`src/rtl/seven_segment_capture.sv`:
```
// seven_segment_capture
// Recovers the two hex digits shown on a multiplexed dual-digit seven-segment
// display by watching its segment bus and anode enables. Each anode/segment
// combination must hold still for SETTLE_CYCLES synchronized cycles before it
// is decoded. The right and left captures are then reassembled into one frame.

module seven_segment_capture #(
    parameter int SETTLE_CYCLES = 8,   // legal range 2..255
    parameter int SYNC_STAGES   = 2    // legal range 2..3
) (
    input  logic       clk,
    input  logic       reset,          // asynchronous, active-low
    input  logic [6:0] seg,            // active-low segments, seg[0]=a .. seg[6]=g
    input  logic [1:0] an,             // active-low anodes, an[0]=right, an[1]=left
    output logic [3:0] digit_r,
    output logic [3:0] digit_l,
    output logic       frame_valid,
    output logic       pattern_err,
    output logic       overlap_err
);

    typedef enum logic [1:0] {
        IDLE,    // display blanked (both anodes off)
        SETTLE,  // waiting for the current combination to hold long enough
        DONE     // this window has already been acted on
    } state_t;

    localparam logic [7:0] SETTLE_MAX  = 8'(SETTLE_CYCLES);
    localparam logic [7:0] SETTLE_TRIG = 8'(SETTLE_CYCLES - 2);

    // Maps an active-low segment pattern to {legal, value}.
    function automatic logic [4:0] decode_glyph(input logic [6:0] pattern);
        logic [4:0] result;
        case (pattern)
            7'h40:   result = {1'b1, 4'h0};
            7'h79:   result = {1'b1, 4'h1};
            7'h24:   result = {1'b1, 4'h2};
            7'h30:   result = {1'b1, 4'h3};
            7'h19:   result = {1'b1, 4'h4};
            7'h12:   result = {1'b1, 4'h5};
            7'h02:   result = {1'b1, 4'h6};
            7'h78:   result = {1'b1, 4'h7};
            7'h00:   result = {1'b1, 4'h8};
            7'h10:   result = {1'b1, 4'h9};
            7'h08:   result = {1'b1, 4'hA};
            7'h03:   result = {1'b1, 4'hB};
            7'h46:   result = {1'b1, 4'hC};
            7'h21:   result = {1'b1, 4'hD};
            7'h06:   result = {1'b1, 4'hE};
            7'h0E:   result = {1'b1, 4'hF};
            default: result = 5'b0_0000;
        endcase
        return result;
    endfunction

    // ------------------------------------------------------------------
    // Input synchronizer
    // ------------------------------------------------------------------
    logic [6:0] seg_sync_q [SYNC_STAGES];
    logic [1:0] an_sync_q  [SYNC_STAGES];
    logic [6:0] s_seg;
    logic [1:0] s_an;

    // Shift seg and an through SYNC_STAGES flops; reset to the all-off pattern.
    always_ff @(posedge clk or negedge reset) begin
        if (!reset) begin
            for (int i = 0; i < SYNC_STAGES; i++) begin
                seg_sync_q[i] <= '1;
                an_sync_q[i]  <= '1;
            end
        end else begin
            seg_sync_q[0] <= seg;
            an_sync_q[0]  <= an;
            for (int i = 1; i < SYNC_STAGES; i++) begin
                seg_sync_q[i] <= seg_sync_q[i-1];
                an_sync_q[i]  <= an_sync_q[i-1];
            end
        end
    end

    assign s_seg = seg_sync_q[SYNC_STAGES-1];
    assign s_an  = an_sync_q[SYNC_STAGES-1];

    // ------------------------------------------------------------------
    // Stability tracking, capture FSM and frame assembly
    // ------------------------------------------------------------------
    state_t     state_q,       state_d;
    logic [8:0] win_q,         win_d;         // {s_an, s_seg} seen last cycle
    logic [7:0] cnt_q,         cnt_d;
    logic [3:0] slot_r_q,      slot_r_d;
    logic [3:0] slot_l_q,      slot_l_d;
    logic       got_r_q,       got_r_d;
    logic       got_l_q,       got_l_d;
    logic [3:0] digit_r_q,     digit_r_d;
    logic [3:0] digit_l_q,     digit_l_d;
    logic       frame_valid_q, frame_valid_d;
    logic       pattern_err_q, pattern_err_d;
    logic       overlap_err_q, overlap_err_d;

    logic [8:0] cur_win;
    logic       changed;
    logic [4:0] glyph;
    logic       act;

    assign cur_win = {s_an, s_seg};
    assign changed = (cur_win != win_q);
    assign glyph   = decode_glyph(s_seg);

    // Next-state logic: restart on any change, act once per settled window.
    always_comb begin
        // NOTE: every signal gets a default here so no latch is inferred.
        state_d       = state_q;
        win_d         = cur_win;
        cnt_d         = cnt_q;
        slot_r_d      = slot_r_q;
        slot_l_d      = slot_l_q;
        got_r_d       = got_r_q;
        got_l_d       = got_l_q;
        digit_r_d     = digit_r_q;
        digit_l_d     = digit_l_q;
        frame_valid_d = 1'b0;
        pattern_err_d = 1'b0;
        overlap_err_d = 1'b0;
        act           = 1'b0;

        if (changed) begin
            cnt_d   = '0;
            state_d = (s_an == 2'b11) ? IDLE : SETTLE;
        end else begin
            if (cnt_q < SETTLE_MAX) begin
                cnt_d = cnt_q + 8'd1;
            end
            // The counter reaches SETTLE_CYCLES-1 on this edge.
            if (state_q == SETTLE && cnt_q == SETTLE_TRIG) begin
                state_d = DONE;
                act     = 1'b1;
            end
        end

        // Both slots filled last cycle: publish the frame. A capture on this
        // same cycle is applied afterwards so it is never lost.
        if (got_r_q && got_l_q) begin
            digit_r_d     = slot_r_q;
            digit_l_d     = slot_l_q;
            frame_valid_d = 1'b1;
            got_r_d       = 1'b0;
            got_l_d       = 1'b0;
        end

        if (act) begin
            unique case (s_an)
                2'b10: begin
                    if (glyph[4]) begin
                        slot_r_d = glyph[3:0];
                        got_r_d  = 1'b1;
                    end else begin
                        pattern_err_d = 1'b1;
                    end
                end
                2'b01: begin
                    if (glyph[4]) begin
                        slot_l_d = glyph[3:0];
                        got_l_d  = 1'b1;
                    end else begin
                        pattern_err_d = 1'b1;
                    end
                end
                2'b00:   overlap_err_d = 1'b1;
                default: ;  // blanked windows never reach SETTLE
            endcase
        end
    end

    // State and output registers; reset discards partial windows and slots.
    always_ff @(posedge clk or negedge reset) begin
        if (!reset) begin
            state_q       <= IDLE;
            win_q         <= '1;
            cnt_q         <= '0;
            slot_r_q      <= '0;
            slot_l_q      <= '0;
            got_r_q       <= 1'b0;
            got_l_q       <= 1'b0;
            digit_r_q     <= '0;
            digit_l_q     <= '0;
            frame_valid_q <= 1'b0;
            pattern_err_q <= 1'b0;
            overlap_err_q <= 1'b0;
        end else begin
            // NOTE: non-blocking so every flop samples pre-edge values.
            state_q       <= state_d;
            win_q         <= win_d;
            cnt_q         <= cnt_d;
            slot_r_q      <= slot_r_d;
            slot_l_q      <= slot_l_d;
            got_r_q       <= got_r_d;
            got_l_q       <= got_l_d;
            digit_r_q     <= digit_r_d;
            digit_l_q     <= digit_l_d;
            frame_valid_q <= frame_valid_d;
            pattern_err_q <= pattern_err_d;
            overlap_err_q <= overlap_err_d;
        end
    end

    assign digit_r     = digit_r_q;
    assign digit_l     = digit_l_q;
    assign frame_valid = frame_valid_q;
    assign pattern_err = pattern_err_q;
    assign overlap_err = overlap_err_q;

endmodule

```
`config.mk`:
```
export PLATFORM = sky130hd
export DESIGN_NAME = seven_segment_capture
export DESIGN_NICKNAME = d
export VERILOG_FILES = /design/src/rtl/seven_segment_capture.sv
export SDC_FILE = /design/constraint.sdc
export NUM_CORES = 1
export LEC_CHECK = 0
export CORE_MARGIN = 2
export CORE_UTILIZATION = 40
export CTS_BUF_LIST = sky130_fd_sc_hd__clkbuf_4 sky130_fd_sc_hd__clkbuf_8 sky130_fd_sc_hd__clkbuf_16
export CTS_CLUSTER_DIAMETER = 80
export DETAILED_ROUTE_END_ITERATION = 8
export GPL_TIMING_DRIVEN = 0
export PLACE_DENSITY = 0.65
export SLEW_MARGIN = 40
export SYNTH_ARGS = -nofsm -noshare
export SYNTH_HDL_FRONTEND = slang
export SYNTH_SLANG_ARGS = --single-unit
```
`constraint.sdc`:
```
create_clock -name clk -period 2.19 [get_ports clk]
set_clock_uncertainty 0.1 [all_clocks]
set_input_delay 0.438 -clock clk [delete_from_list [all_inputs] [get_ports clk]]
set_output_delay 0.438 -clock clk [all_outputs]
set_load 0.01 [all_outputs]
```
# After elaboration in Yosys (flattened, before gate mapping)
# Index checks and enable logic that the tools add are counted.
dict set report totals {
  out_inout_bits 11
  input_bits 11
  reg_bits 58
  word_cells 70
}
dict set report op_classes {
  eq_ne 21
  magnitude_cmp 1
  n_addsub 1
  n_reduce_logical 9
  n_mux 22
}
# cell n
set ops {}
lappend ops {{one-hot mux 5 bit (16 select lines)} 1}
lappend ops {{equality test 7 bit, second input constant} 4}
lappend ops {{equality test 7 x 5 -> 1 bit, second input constant} 3}
lappend ops {{equality test 7 x 6 -> 1 bit, second input constant} 3}
lappend ops {{2-to-1 mux 1 bit} 17}
lappend ops {{2-to-1 mux 8 bit} 2}
lappend ops {{equality test 7 x 2 -> 1 bit, second input constant} 2}
lappend ops {{equality test 7 x 4 -> 1 bit, second input constant} 2}
lappend ops {{!= test 9 bit} 1}
lappend ops {{adder 8 x 1 -> 8 bit, second input constant} 1}
lappend ops {{equality test 8 x 3 -> 1 bit, second input constant} 1}
lappend ops {{< comparator 8 x 4 -> 1 bit, second input constant} 1}
lappend ops {{equality test 7 x 3 -> 1 bit, second input constant} 1}
lappend ops {{zero test 7 bit} 1}
lappend ops {{AND reduction 3 bit} 2}
lappend ops {{equality test 2 x 1 -> 1 bit, second input constant} 2}
lappend ops {{equality test 2 bit, second input constant} 2}
lappend ops {{2-to-1 mux 2 bit} 2}
lappend ops {{nonzero test 2 bit} 2}
lappend ops {{logical AND 1 bit} 2}
lappend ops {{zero test 2 bit} 1}
lappend ops {{OR reduction 2 bit} 1}

# Longest topological paths before layout
dict set report logic_depth {
  ltp_word 5
  mapped_depth 7
  mapped_depth_nobuf 6
}

# Worst setup path before layout
# OpenSTA, ideal clock, no wires.
dict set report synth_timing {
  path_type {flip-flop to flip-flop}
  start {register seg_sync_q, in the netlist s_seg[5]}
  end {register slot_l_q[0]}
  t_required_ns 1.965
  arrival_ns 1.836
  stages_incl_launch_ff 7
  period_less_slack_ns 2.061
  setup_ns 0.125
  path_buffers 1
  setup_slack_ns 0.129
  path_cell_list {dfstp_2 -> buf_6 -> nor4b_1 -> nand3b_1 -> o211ai_2 -> o2111a_2 -> mux2_4}
}
dict set report synth_via {
  elab_chain_cells 3
  word_cells_on_any_way 20
  classes_between {eq/ne: 16; mux: 2; reduce/logical: 2}
}
# item line_no
set synth_rtl {}
lappend synth_rtl {{start: declaration} 59} ;# logic [6:0] seg_sync_q [SYNC_STAGES];
lappend synth_rtl {{start signal: indexed assignment} 75} ;# seg_sync_q[i] <= seg_sync_q[i-1];
lappend synth_rtl {{equality test 7 x 4 -> 1 bit (tied with other cells)} 34} ;# case (pattern)
lappend synth_rtl {{one-hot mux 5 bit (16 select lines) or 2-to-1 mux 1 bit (tied branches)} {34, 126}}
lappend synth_rtl {{AND reduction 3 bit (no line)} -}
lappend synth_rtl {{end signal: assignment} 195} ;# slot_l_q <= slot_l_d;
lappend synth_rtl {{end: declaration} 91} ;# logic [3:0] slot_l_q, slot_l_d;
# Several ways; a longest one is shown, not always the timed one.
# A chain may end at the register's enable or synchronous reset.

# Worst setup path in the final report
dict set report layout_timing {
  start {register seg_sync_q, in the netlist s_seg[1]}
  end {register slot_r_q[1]}
}
dict set report layout_via {
  elab_chain_cells 3
  word_cells_on_any_way 20
  classes_between {eq/ne: 16; mux: 2; reduce/logical: 2}
}
# item line_no
set layout_rtl {}
lappend layout_rtl {{equality test 7 x 4 -> 1 bit (tied with other cells)} 34}
lappend layout_rtl {{one-hot mux 5 bit (16 select lines) or 2-to-1 mux 1 bit (tied branches)} {34, 126}}
lappend layout_rtl {{AND reduction 3 bit (no line)} -}
lappend layout_rtl {{end signal: assignment} 194} ;# slot_r_q <= slot_r_d;
lappend layout_rtl {{end: declaration} 90} ;# logic [3:0] slot_r_q, slot_r_d;
# Several ways; a longest one is shown, not always the timed one.

==> results.tsv <==
metric	value	unit
antenna_left	0	
slew_viol_final	0	
yosysWarnings	0	
diodes	0	
grt_pass1_wl	7.09	mm
cts_tree	done	
synth_edf_count	0	
grt-ovfl-total	0	
gp_congestion	0.800	
cp_slowest_cell	dfstp_2	
worstPathArrival	2350	ps
cts_buffers	9	
remaining_drc_errors	0	
wl_per_cell	14.0	µm
vias	1496	
wl_met3	172	µm
syn_nets	190	
synthArstFlopShare	100	%
routed_via_density	5.04	
instances_no_fill	297	
ys_seq_area_share	60.1	%
power.density	732	nW/µm²
worstPathMaxFanout	5	
htree_levels	3	
period_share	102	%
cts_buffer_depth	2	
maxCapViolCount	0	
final_common_cell	dfrtp_1	
synth_top_flop_cell	dfrtp_1	
finalSetupViolCount	8	
core-area	5960	µm²
initial_utilization	41.5	%
die_w	82.6	µm
r2r_slack	-40	ps
drt_first_pass_iters	4	
start_kind	flop	
power.leakage	0.00140	µW
fmax	0.448	GHz
fin_crit	2230	ps
synth_cell_types	52	
synthesis.area	2470	µm²
path_class	flop to flop	
wl_met1	1.91	mm
synth_mux_area_share	8.51	%
setup_slack	-40.9	ps
required	2310	ps
slew_headroom	72.5	%
row_count	28	
nets	234	
hold_path.class	flop to flop	
drtIter0Drc	139	
die-area	6820	µm²
wl_met2	2.03	mm
antenna_found_initial	0	
cts.sinks	58	
finalHoldViolCount	0	
end_kind	flop	
highest_layer	met4	
drive_gt1_share	44.1	%
rsz0062_at_grt	yes	
final_cell_mix	dfrtp_1, dfstp_2, clkdlybuf4s50_1, buf_4, clkbuf_8	
grt_pass1_vias	1479	
yosys.area_share.simple	12.8	%
dp_hpwl	2.76	mm
synth_xor_area_share	4.61	%
path_cells	buf_6 -> xnor2_1 -> nand3_1 -> nor4_4 -> o2111a_2 -> mux2_4	
violations	setup timing	
fp.dieH	82.6	µm
synth_top_family_by_area	simple AND/OR/NAND/NOR gates	
clk_latency	330	ps
worst_slew_pin_slew	411	ps
synth_cells	173	
slowest_delay	570	ps
drt-total-wl	4.17	mm
portBuffers	21	
clk_transition_reported_paths	70	ps
postLayoutCoreUtil	53.1	%
synth-seq-cells	58	
grt_max_degree	44	
synthToLayoutAreaGrowth	28.0	%
synth_compound_area_share	7.24	%
holdWs	253	ps
ios	22	
placedCellCount	270	
synth-adder-area-share	3.04	%
root_buffer	clkbuf_8	
outcome	finished, violations left	
peakVddDrop	0.000463	V
grtUsageTotal	14.4	%
synth_area_per_cell	14.3	µm²
## synth_stat cells, types with 2 or more instances
master / number / area share [%]
and2_1: 5 / 1.3
and3_1: 2 / 0.51
buf_2: 2 / 0.41
buf_6: 4 / 1.8
dfrtp_1: 31 / 31
dfstp_2: 27 / 29
ha_1: 6 / 3.0
inv_1: 5 / 0.76
mux2_2: 8 / 3.6
mux2_4: 8 / 4.9
nand2_1: 7 / 1.1
nand3_1: 5 / 1.0
nand3b_1: 3 / 0.91
nor2_1: 2 / 0.30
nor3_1: 5 / 1.0
nor4b_1: 2 / 0.71
o2111a_2: 2 / 1.0
o211ai_2: 2 / 1.0
o21a_1: 2 / 0.61
o21ai_0: 2 / 0.41
xnor2_1: 9 / 3.2
xor2_1: 4 / 1.4
## report_power, final
part | switching [µW] | leakage, µW | total (µW) | internal, µW
Combinational | 75.7 | 0.000581 | 154 | 77.9
Sequential | 19.1 | 0.000714 | 1140 | 1120
Clock | 431 | 0.000108 | 1020 | 592
Total | 525 | 0.00140 | 2310 | 1790
## repair_timing
item                                    4_1_cts  5_1_grt
buffers inserted                              6        5
pin swaps                                     6        5
hold endpoints to repair                      8        0
endpoints found under the setup margin        8       18
resized for setup                             6        4
cloned                                        0        0
hold buffers                                  1        0
## routing by layer
metal | global-route usage, % | vias up
met2 | 20.8 | 36
li1 | - | 698
met5 | 0 | -
met3 | 6.30 | 5
met1 | 18.4 | 757
met4 | 7.38 | 0
## flip-flops by register name, indices dropped and copies added (netlist names), 2 cells and up
signal      flops
state_q         2
slot_l_q        4
digit_l         4
slot_r_q        4
s_an            2
an_sync_q       2
s_seg           7
win_q           9
digit_r         4
seg_sync_q      7
cnt_q           8
## path summary, 6_finish.rpt
check / from / end / cells after the start
max reg2reg: s_seg[1] / slot_r_q[1] / 6
min in group asynchronous: reset / cnt_q[4] / 2
min reg2reg: an_sync_q[2] / s_an[0] / 0
max: s_seg[1] / slot_r_q[1] / 6
max in group asynchronous: reset / s_seg[1] / 3
min: an_sync_q[2] / s_an[0] / 0
## final cells by class
cell class / instances / area (µm²)
inverters: 5 / 18.8
clock inverters: 6 / 62.6
plain buffers: 7 / 75.1
fillers: 514 / 2800
repair buffers: 34 / 333
flip-flops and latches: 58 / 1490
clock buffers: 10 / 149
multi-input cells: 102 / 943
well taps: 75 / 93.8
## cells by family after synthesis
family | count (synthesis)
DFF | 58
and+or+nand+nor | 46
AOI/OAI and AO/OA | 21
muxes | 16
xor gates and xnor gates | 13
buffers and inverters | 13
adders and majority gates | 6
## stage by stage
| stage | TNS, ps | cell area [µm²] | total power (µW) | setup WS [ps] |
|---|---|---|---|---|
| 2_1_floorplan | 0 | 2470 | 1220 | 129 |
| 3_3_place_gp | -49860 | 2770 | 1280 | -1130 |
| 3_5_place_dp | -1160 | 2790 | 1280 | -151 |
| 4_1_cts | -402 | 3100 | 2330 | -58.8 |
| 5_1_grt | -793 | 3160 | 2420 | -105 |
| 6_report | -290 | 3160 | 2310 | -40.9 |
## worst max-delay path: cells and delay by family (launching register included)
kind | cells | cell delay [ps]
AND/OR/NAND/NOR | 2 | 540
buffers and inverters | 1 | 100
XOR/XNOR | 1 | 100
AO/OA/AOI/OAI | 1 | 380
flip-flops | 1 | 570
multiplexers | 1 | 320
Power figures use the tool's default switching activity.
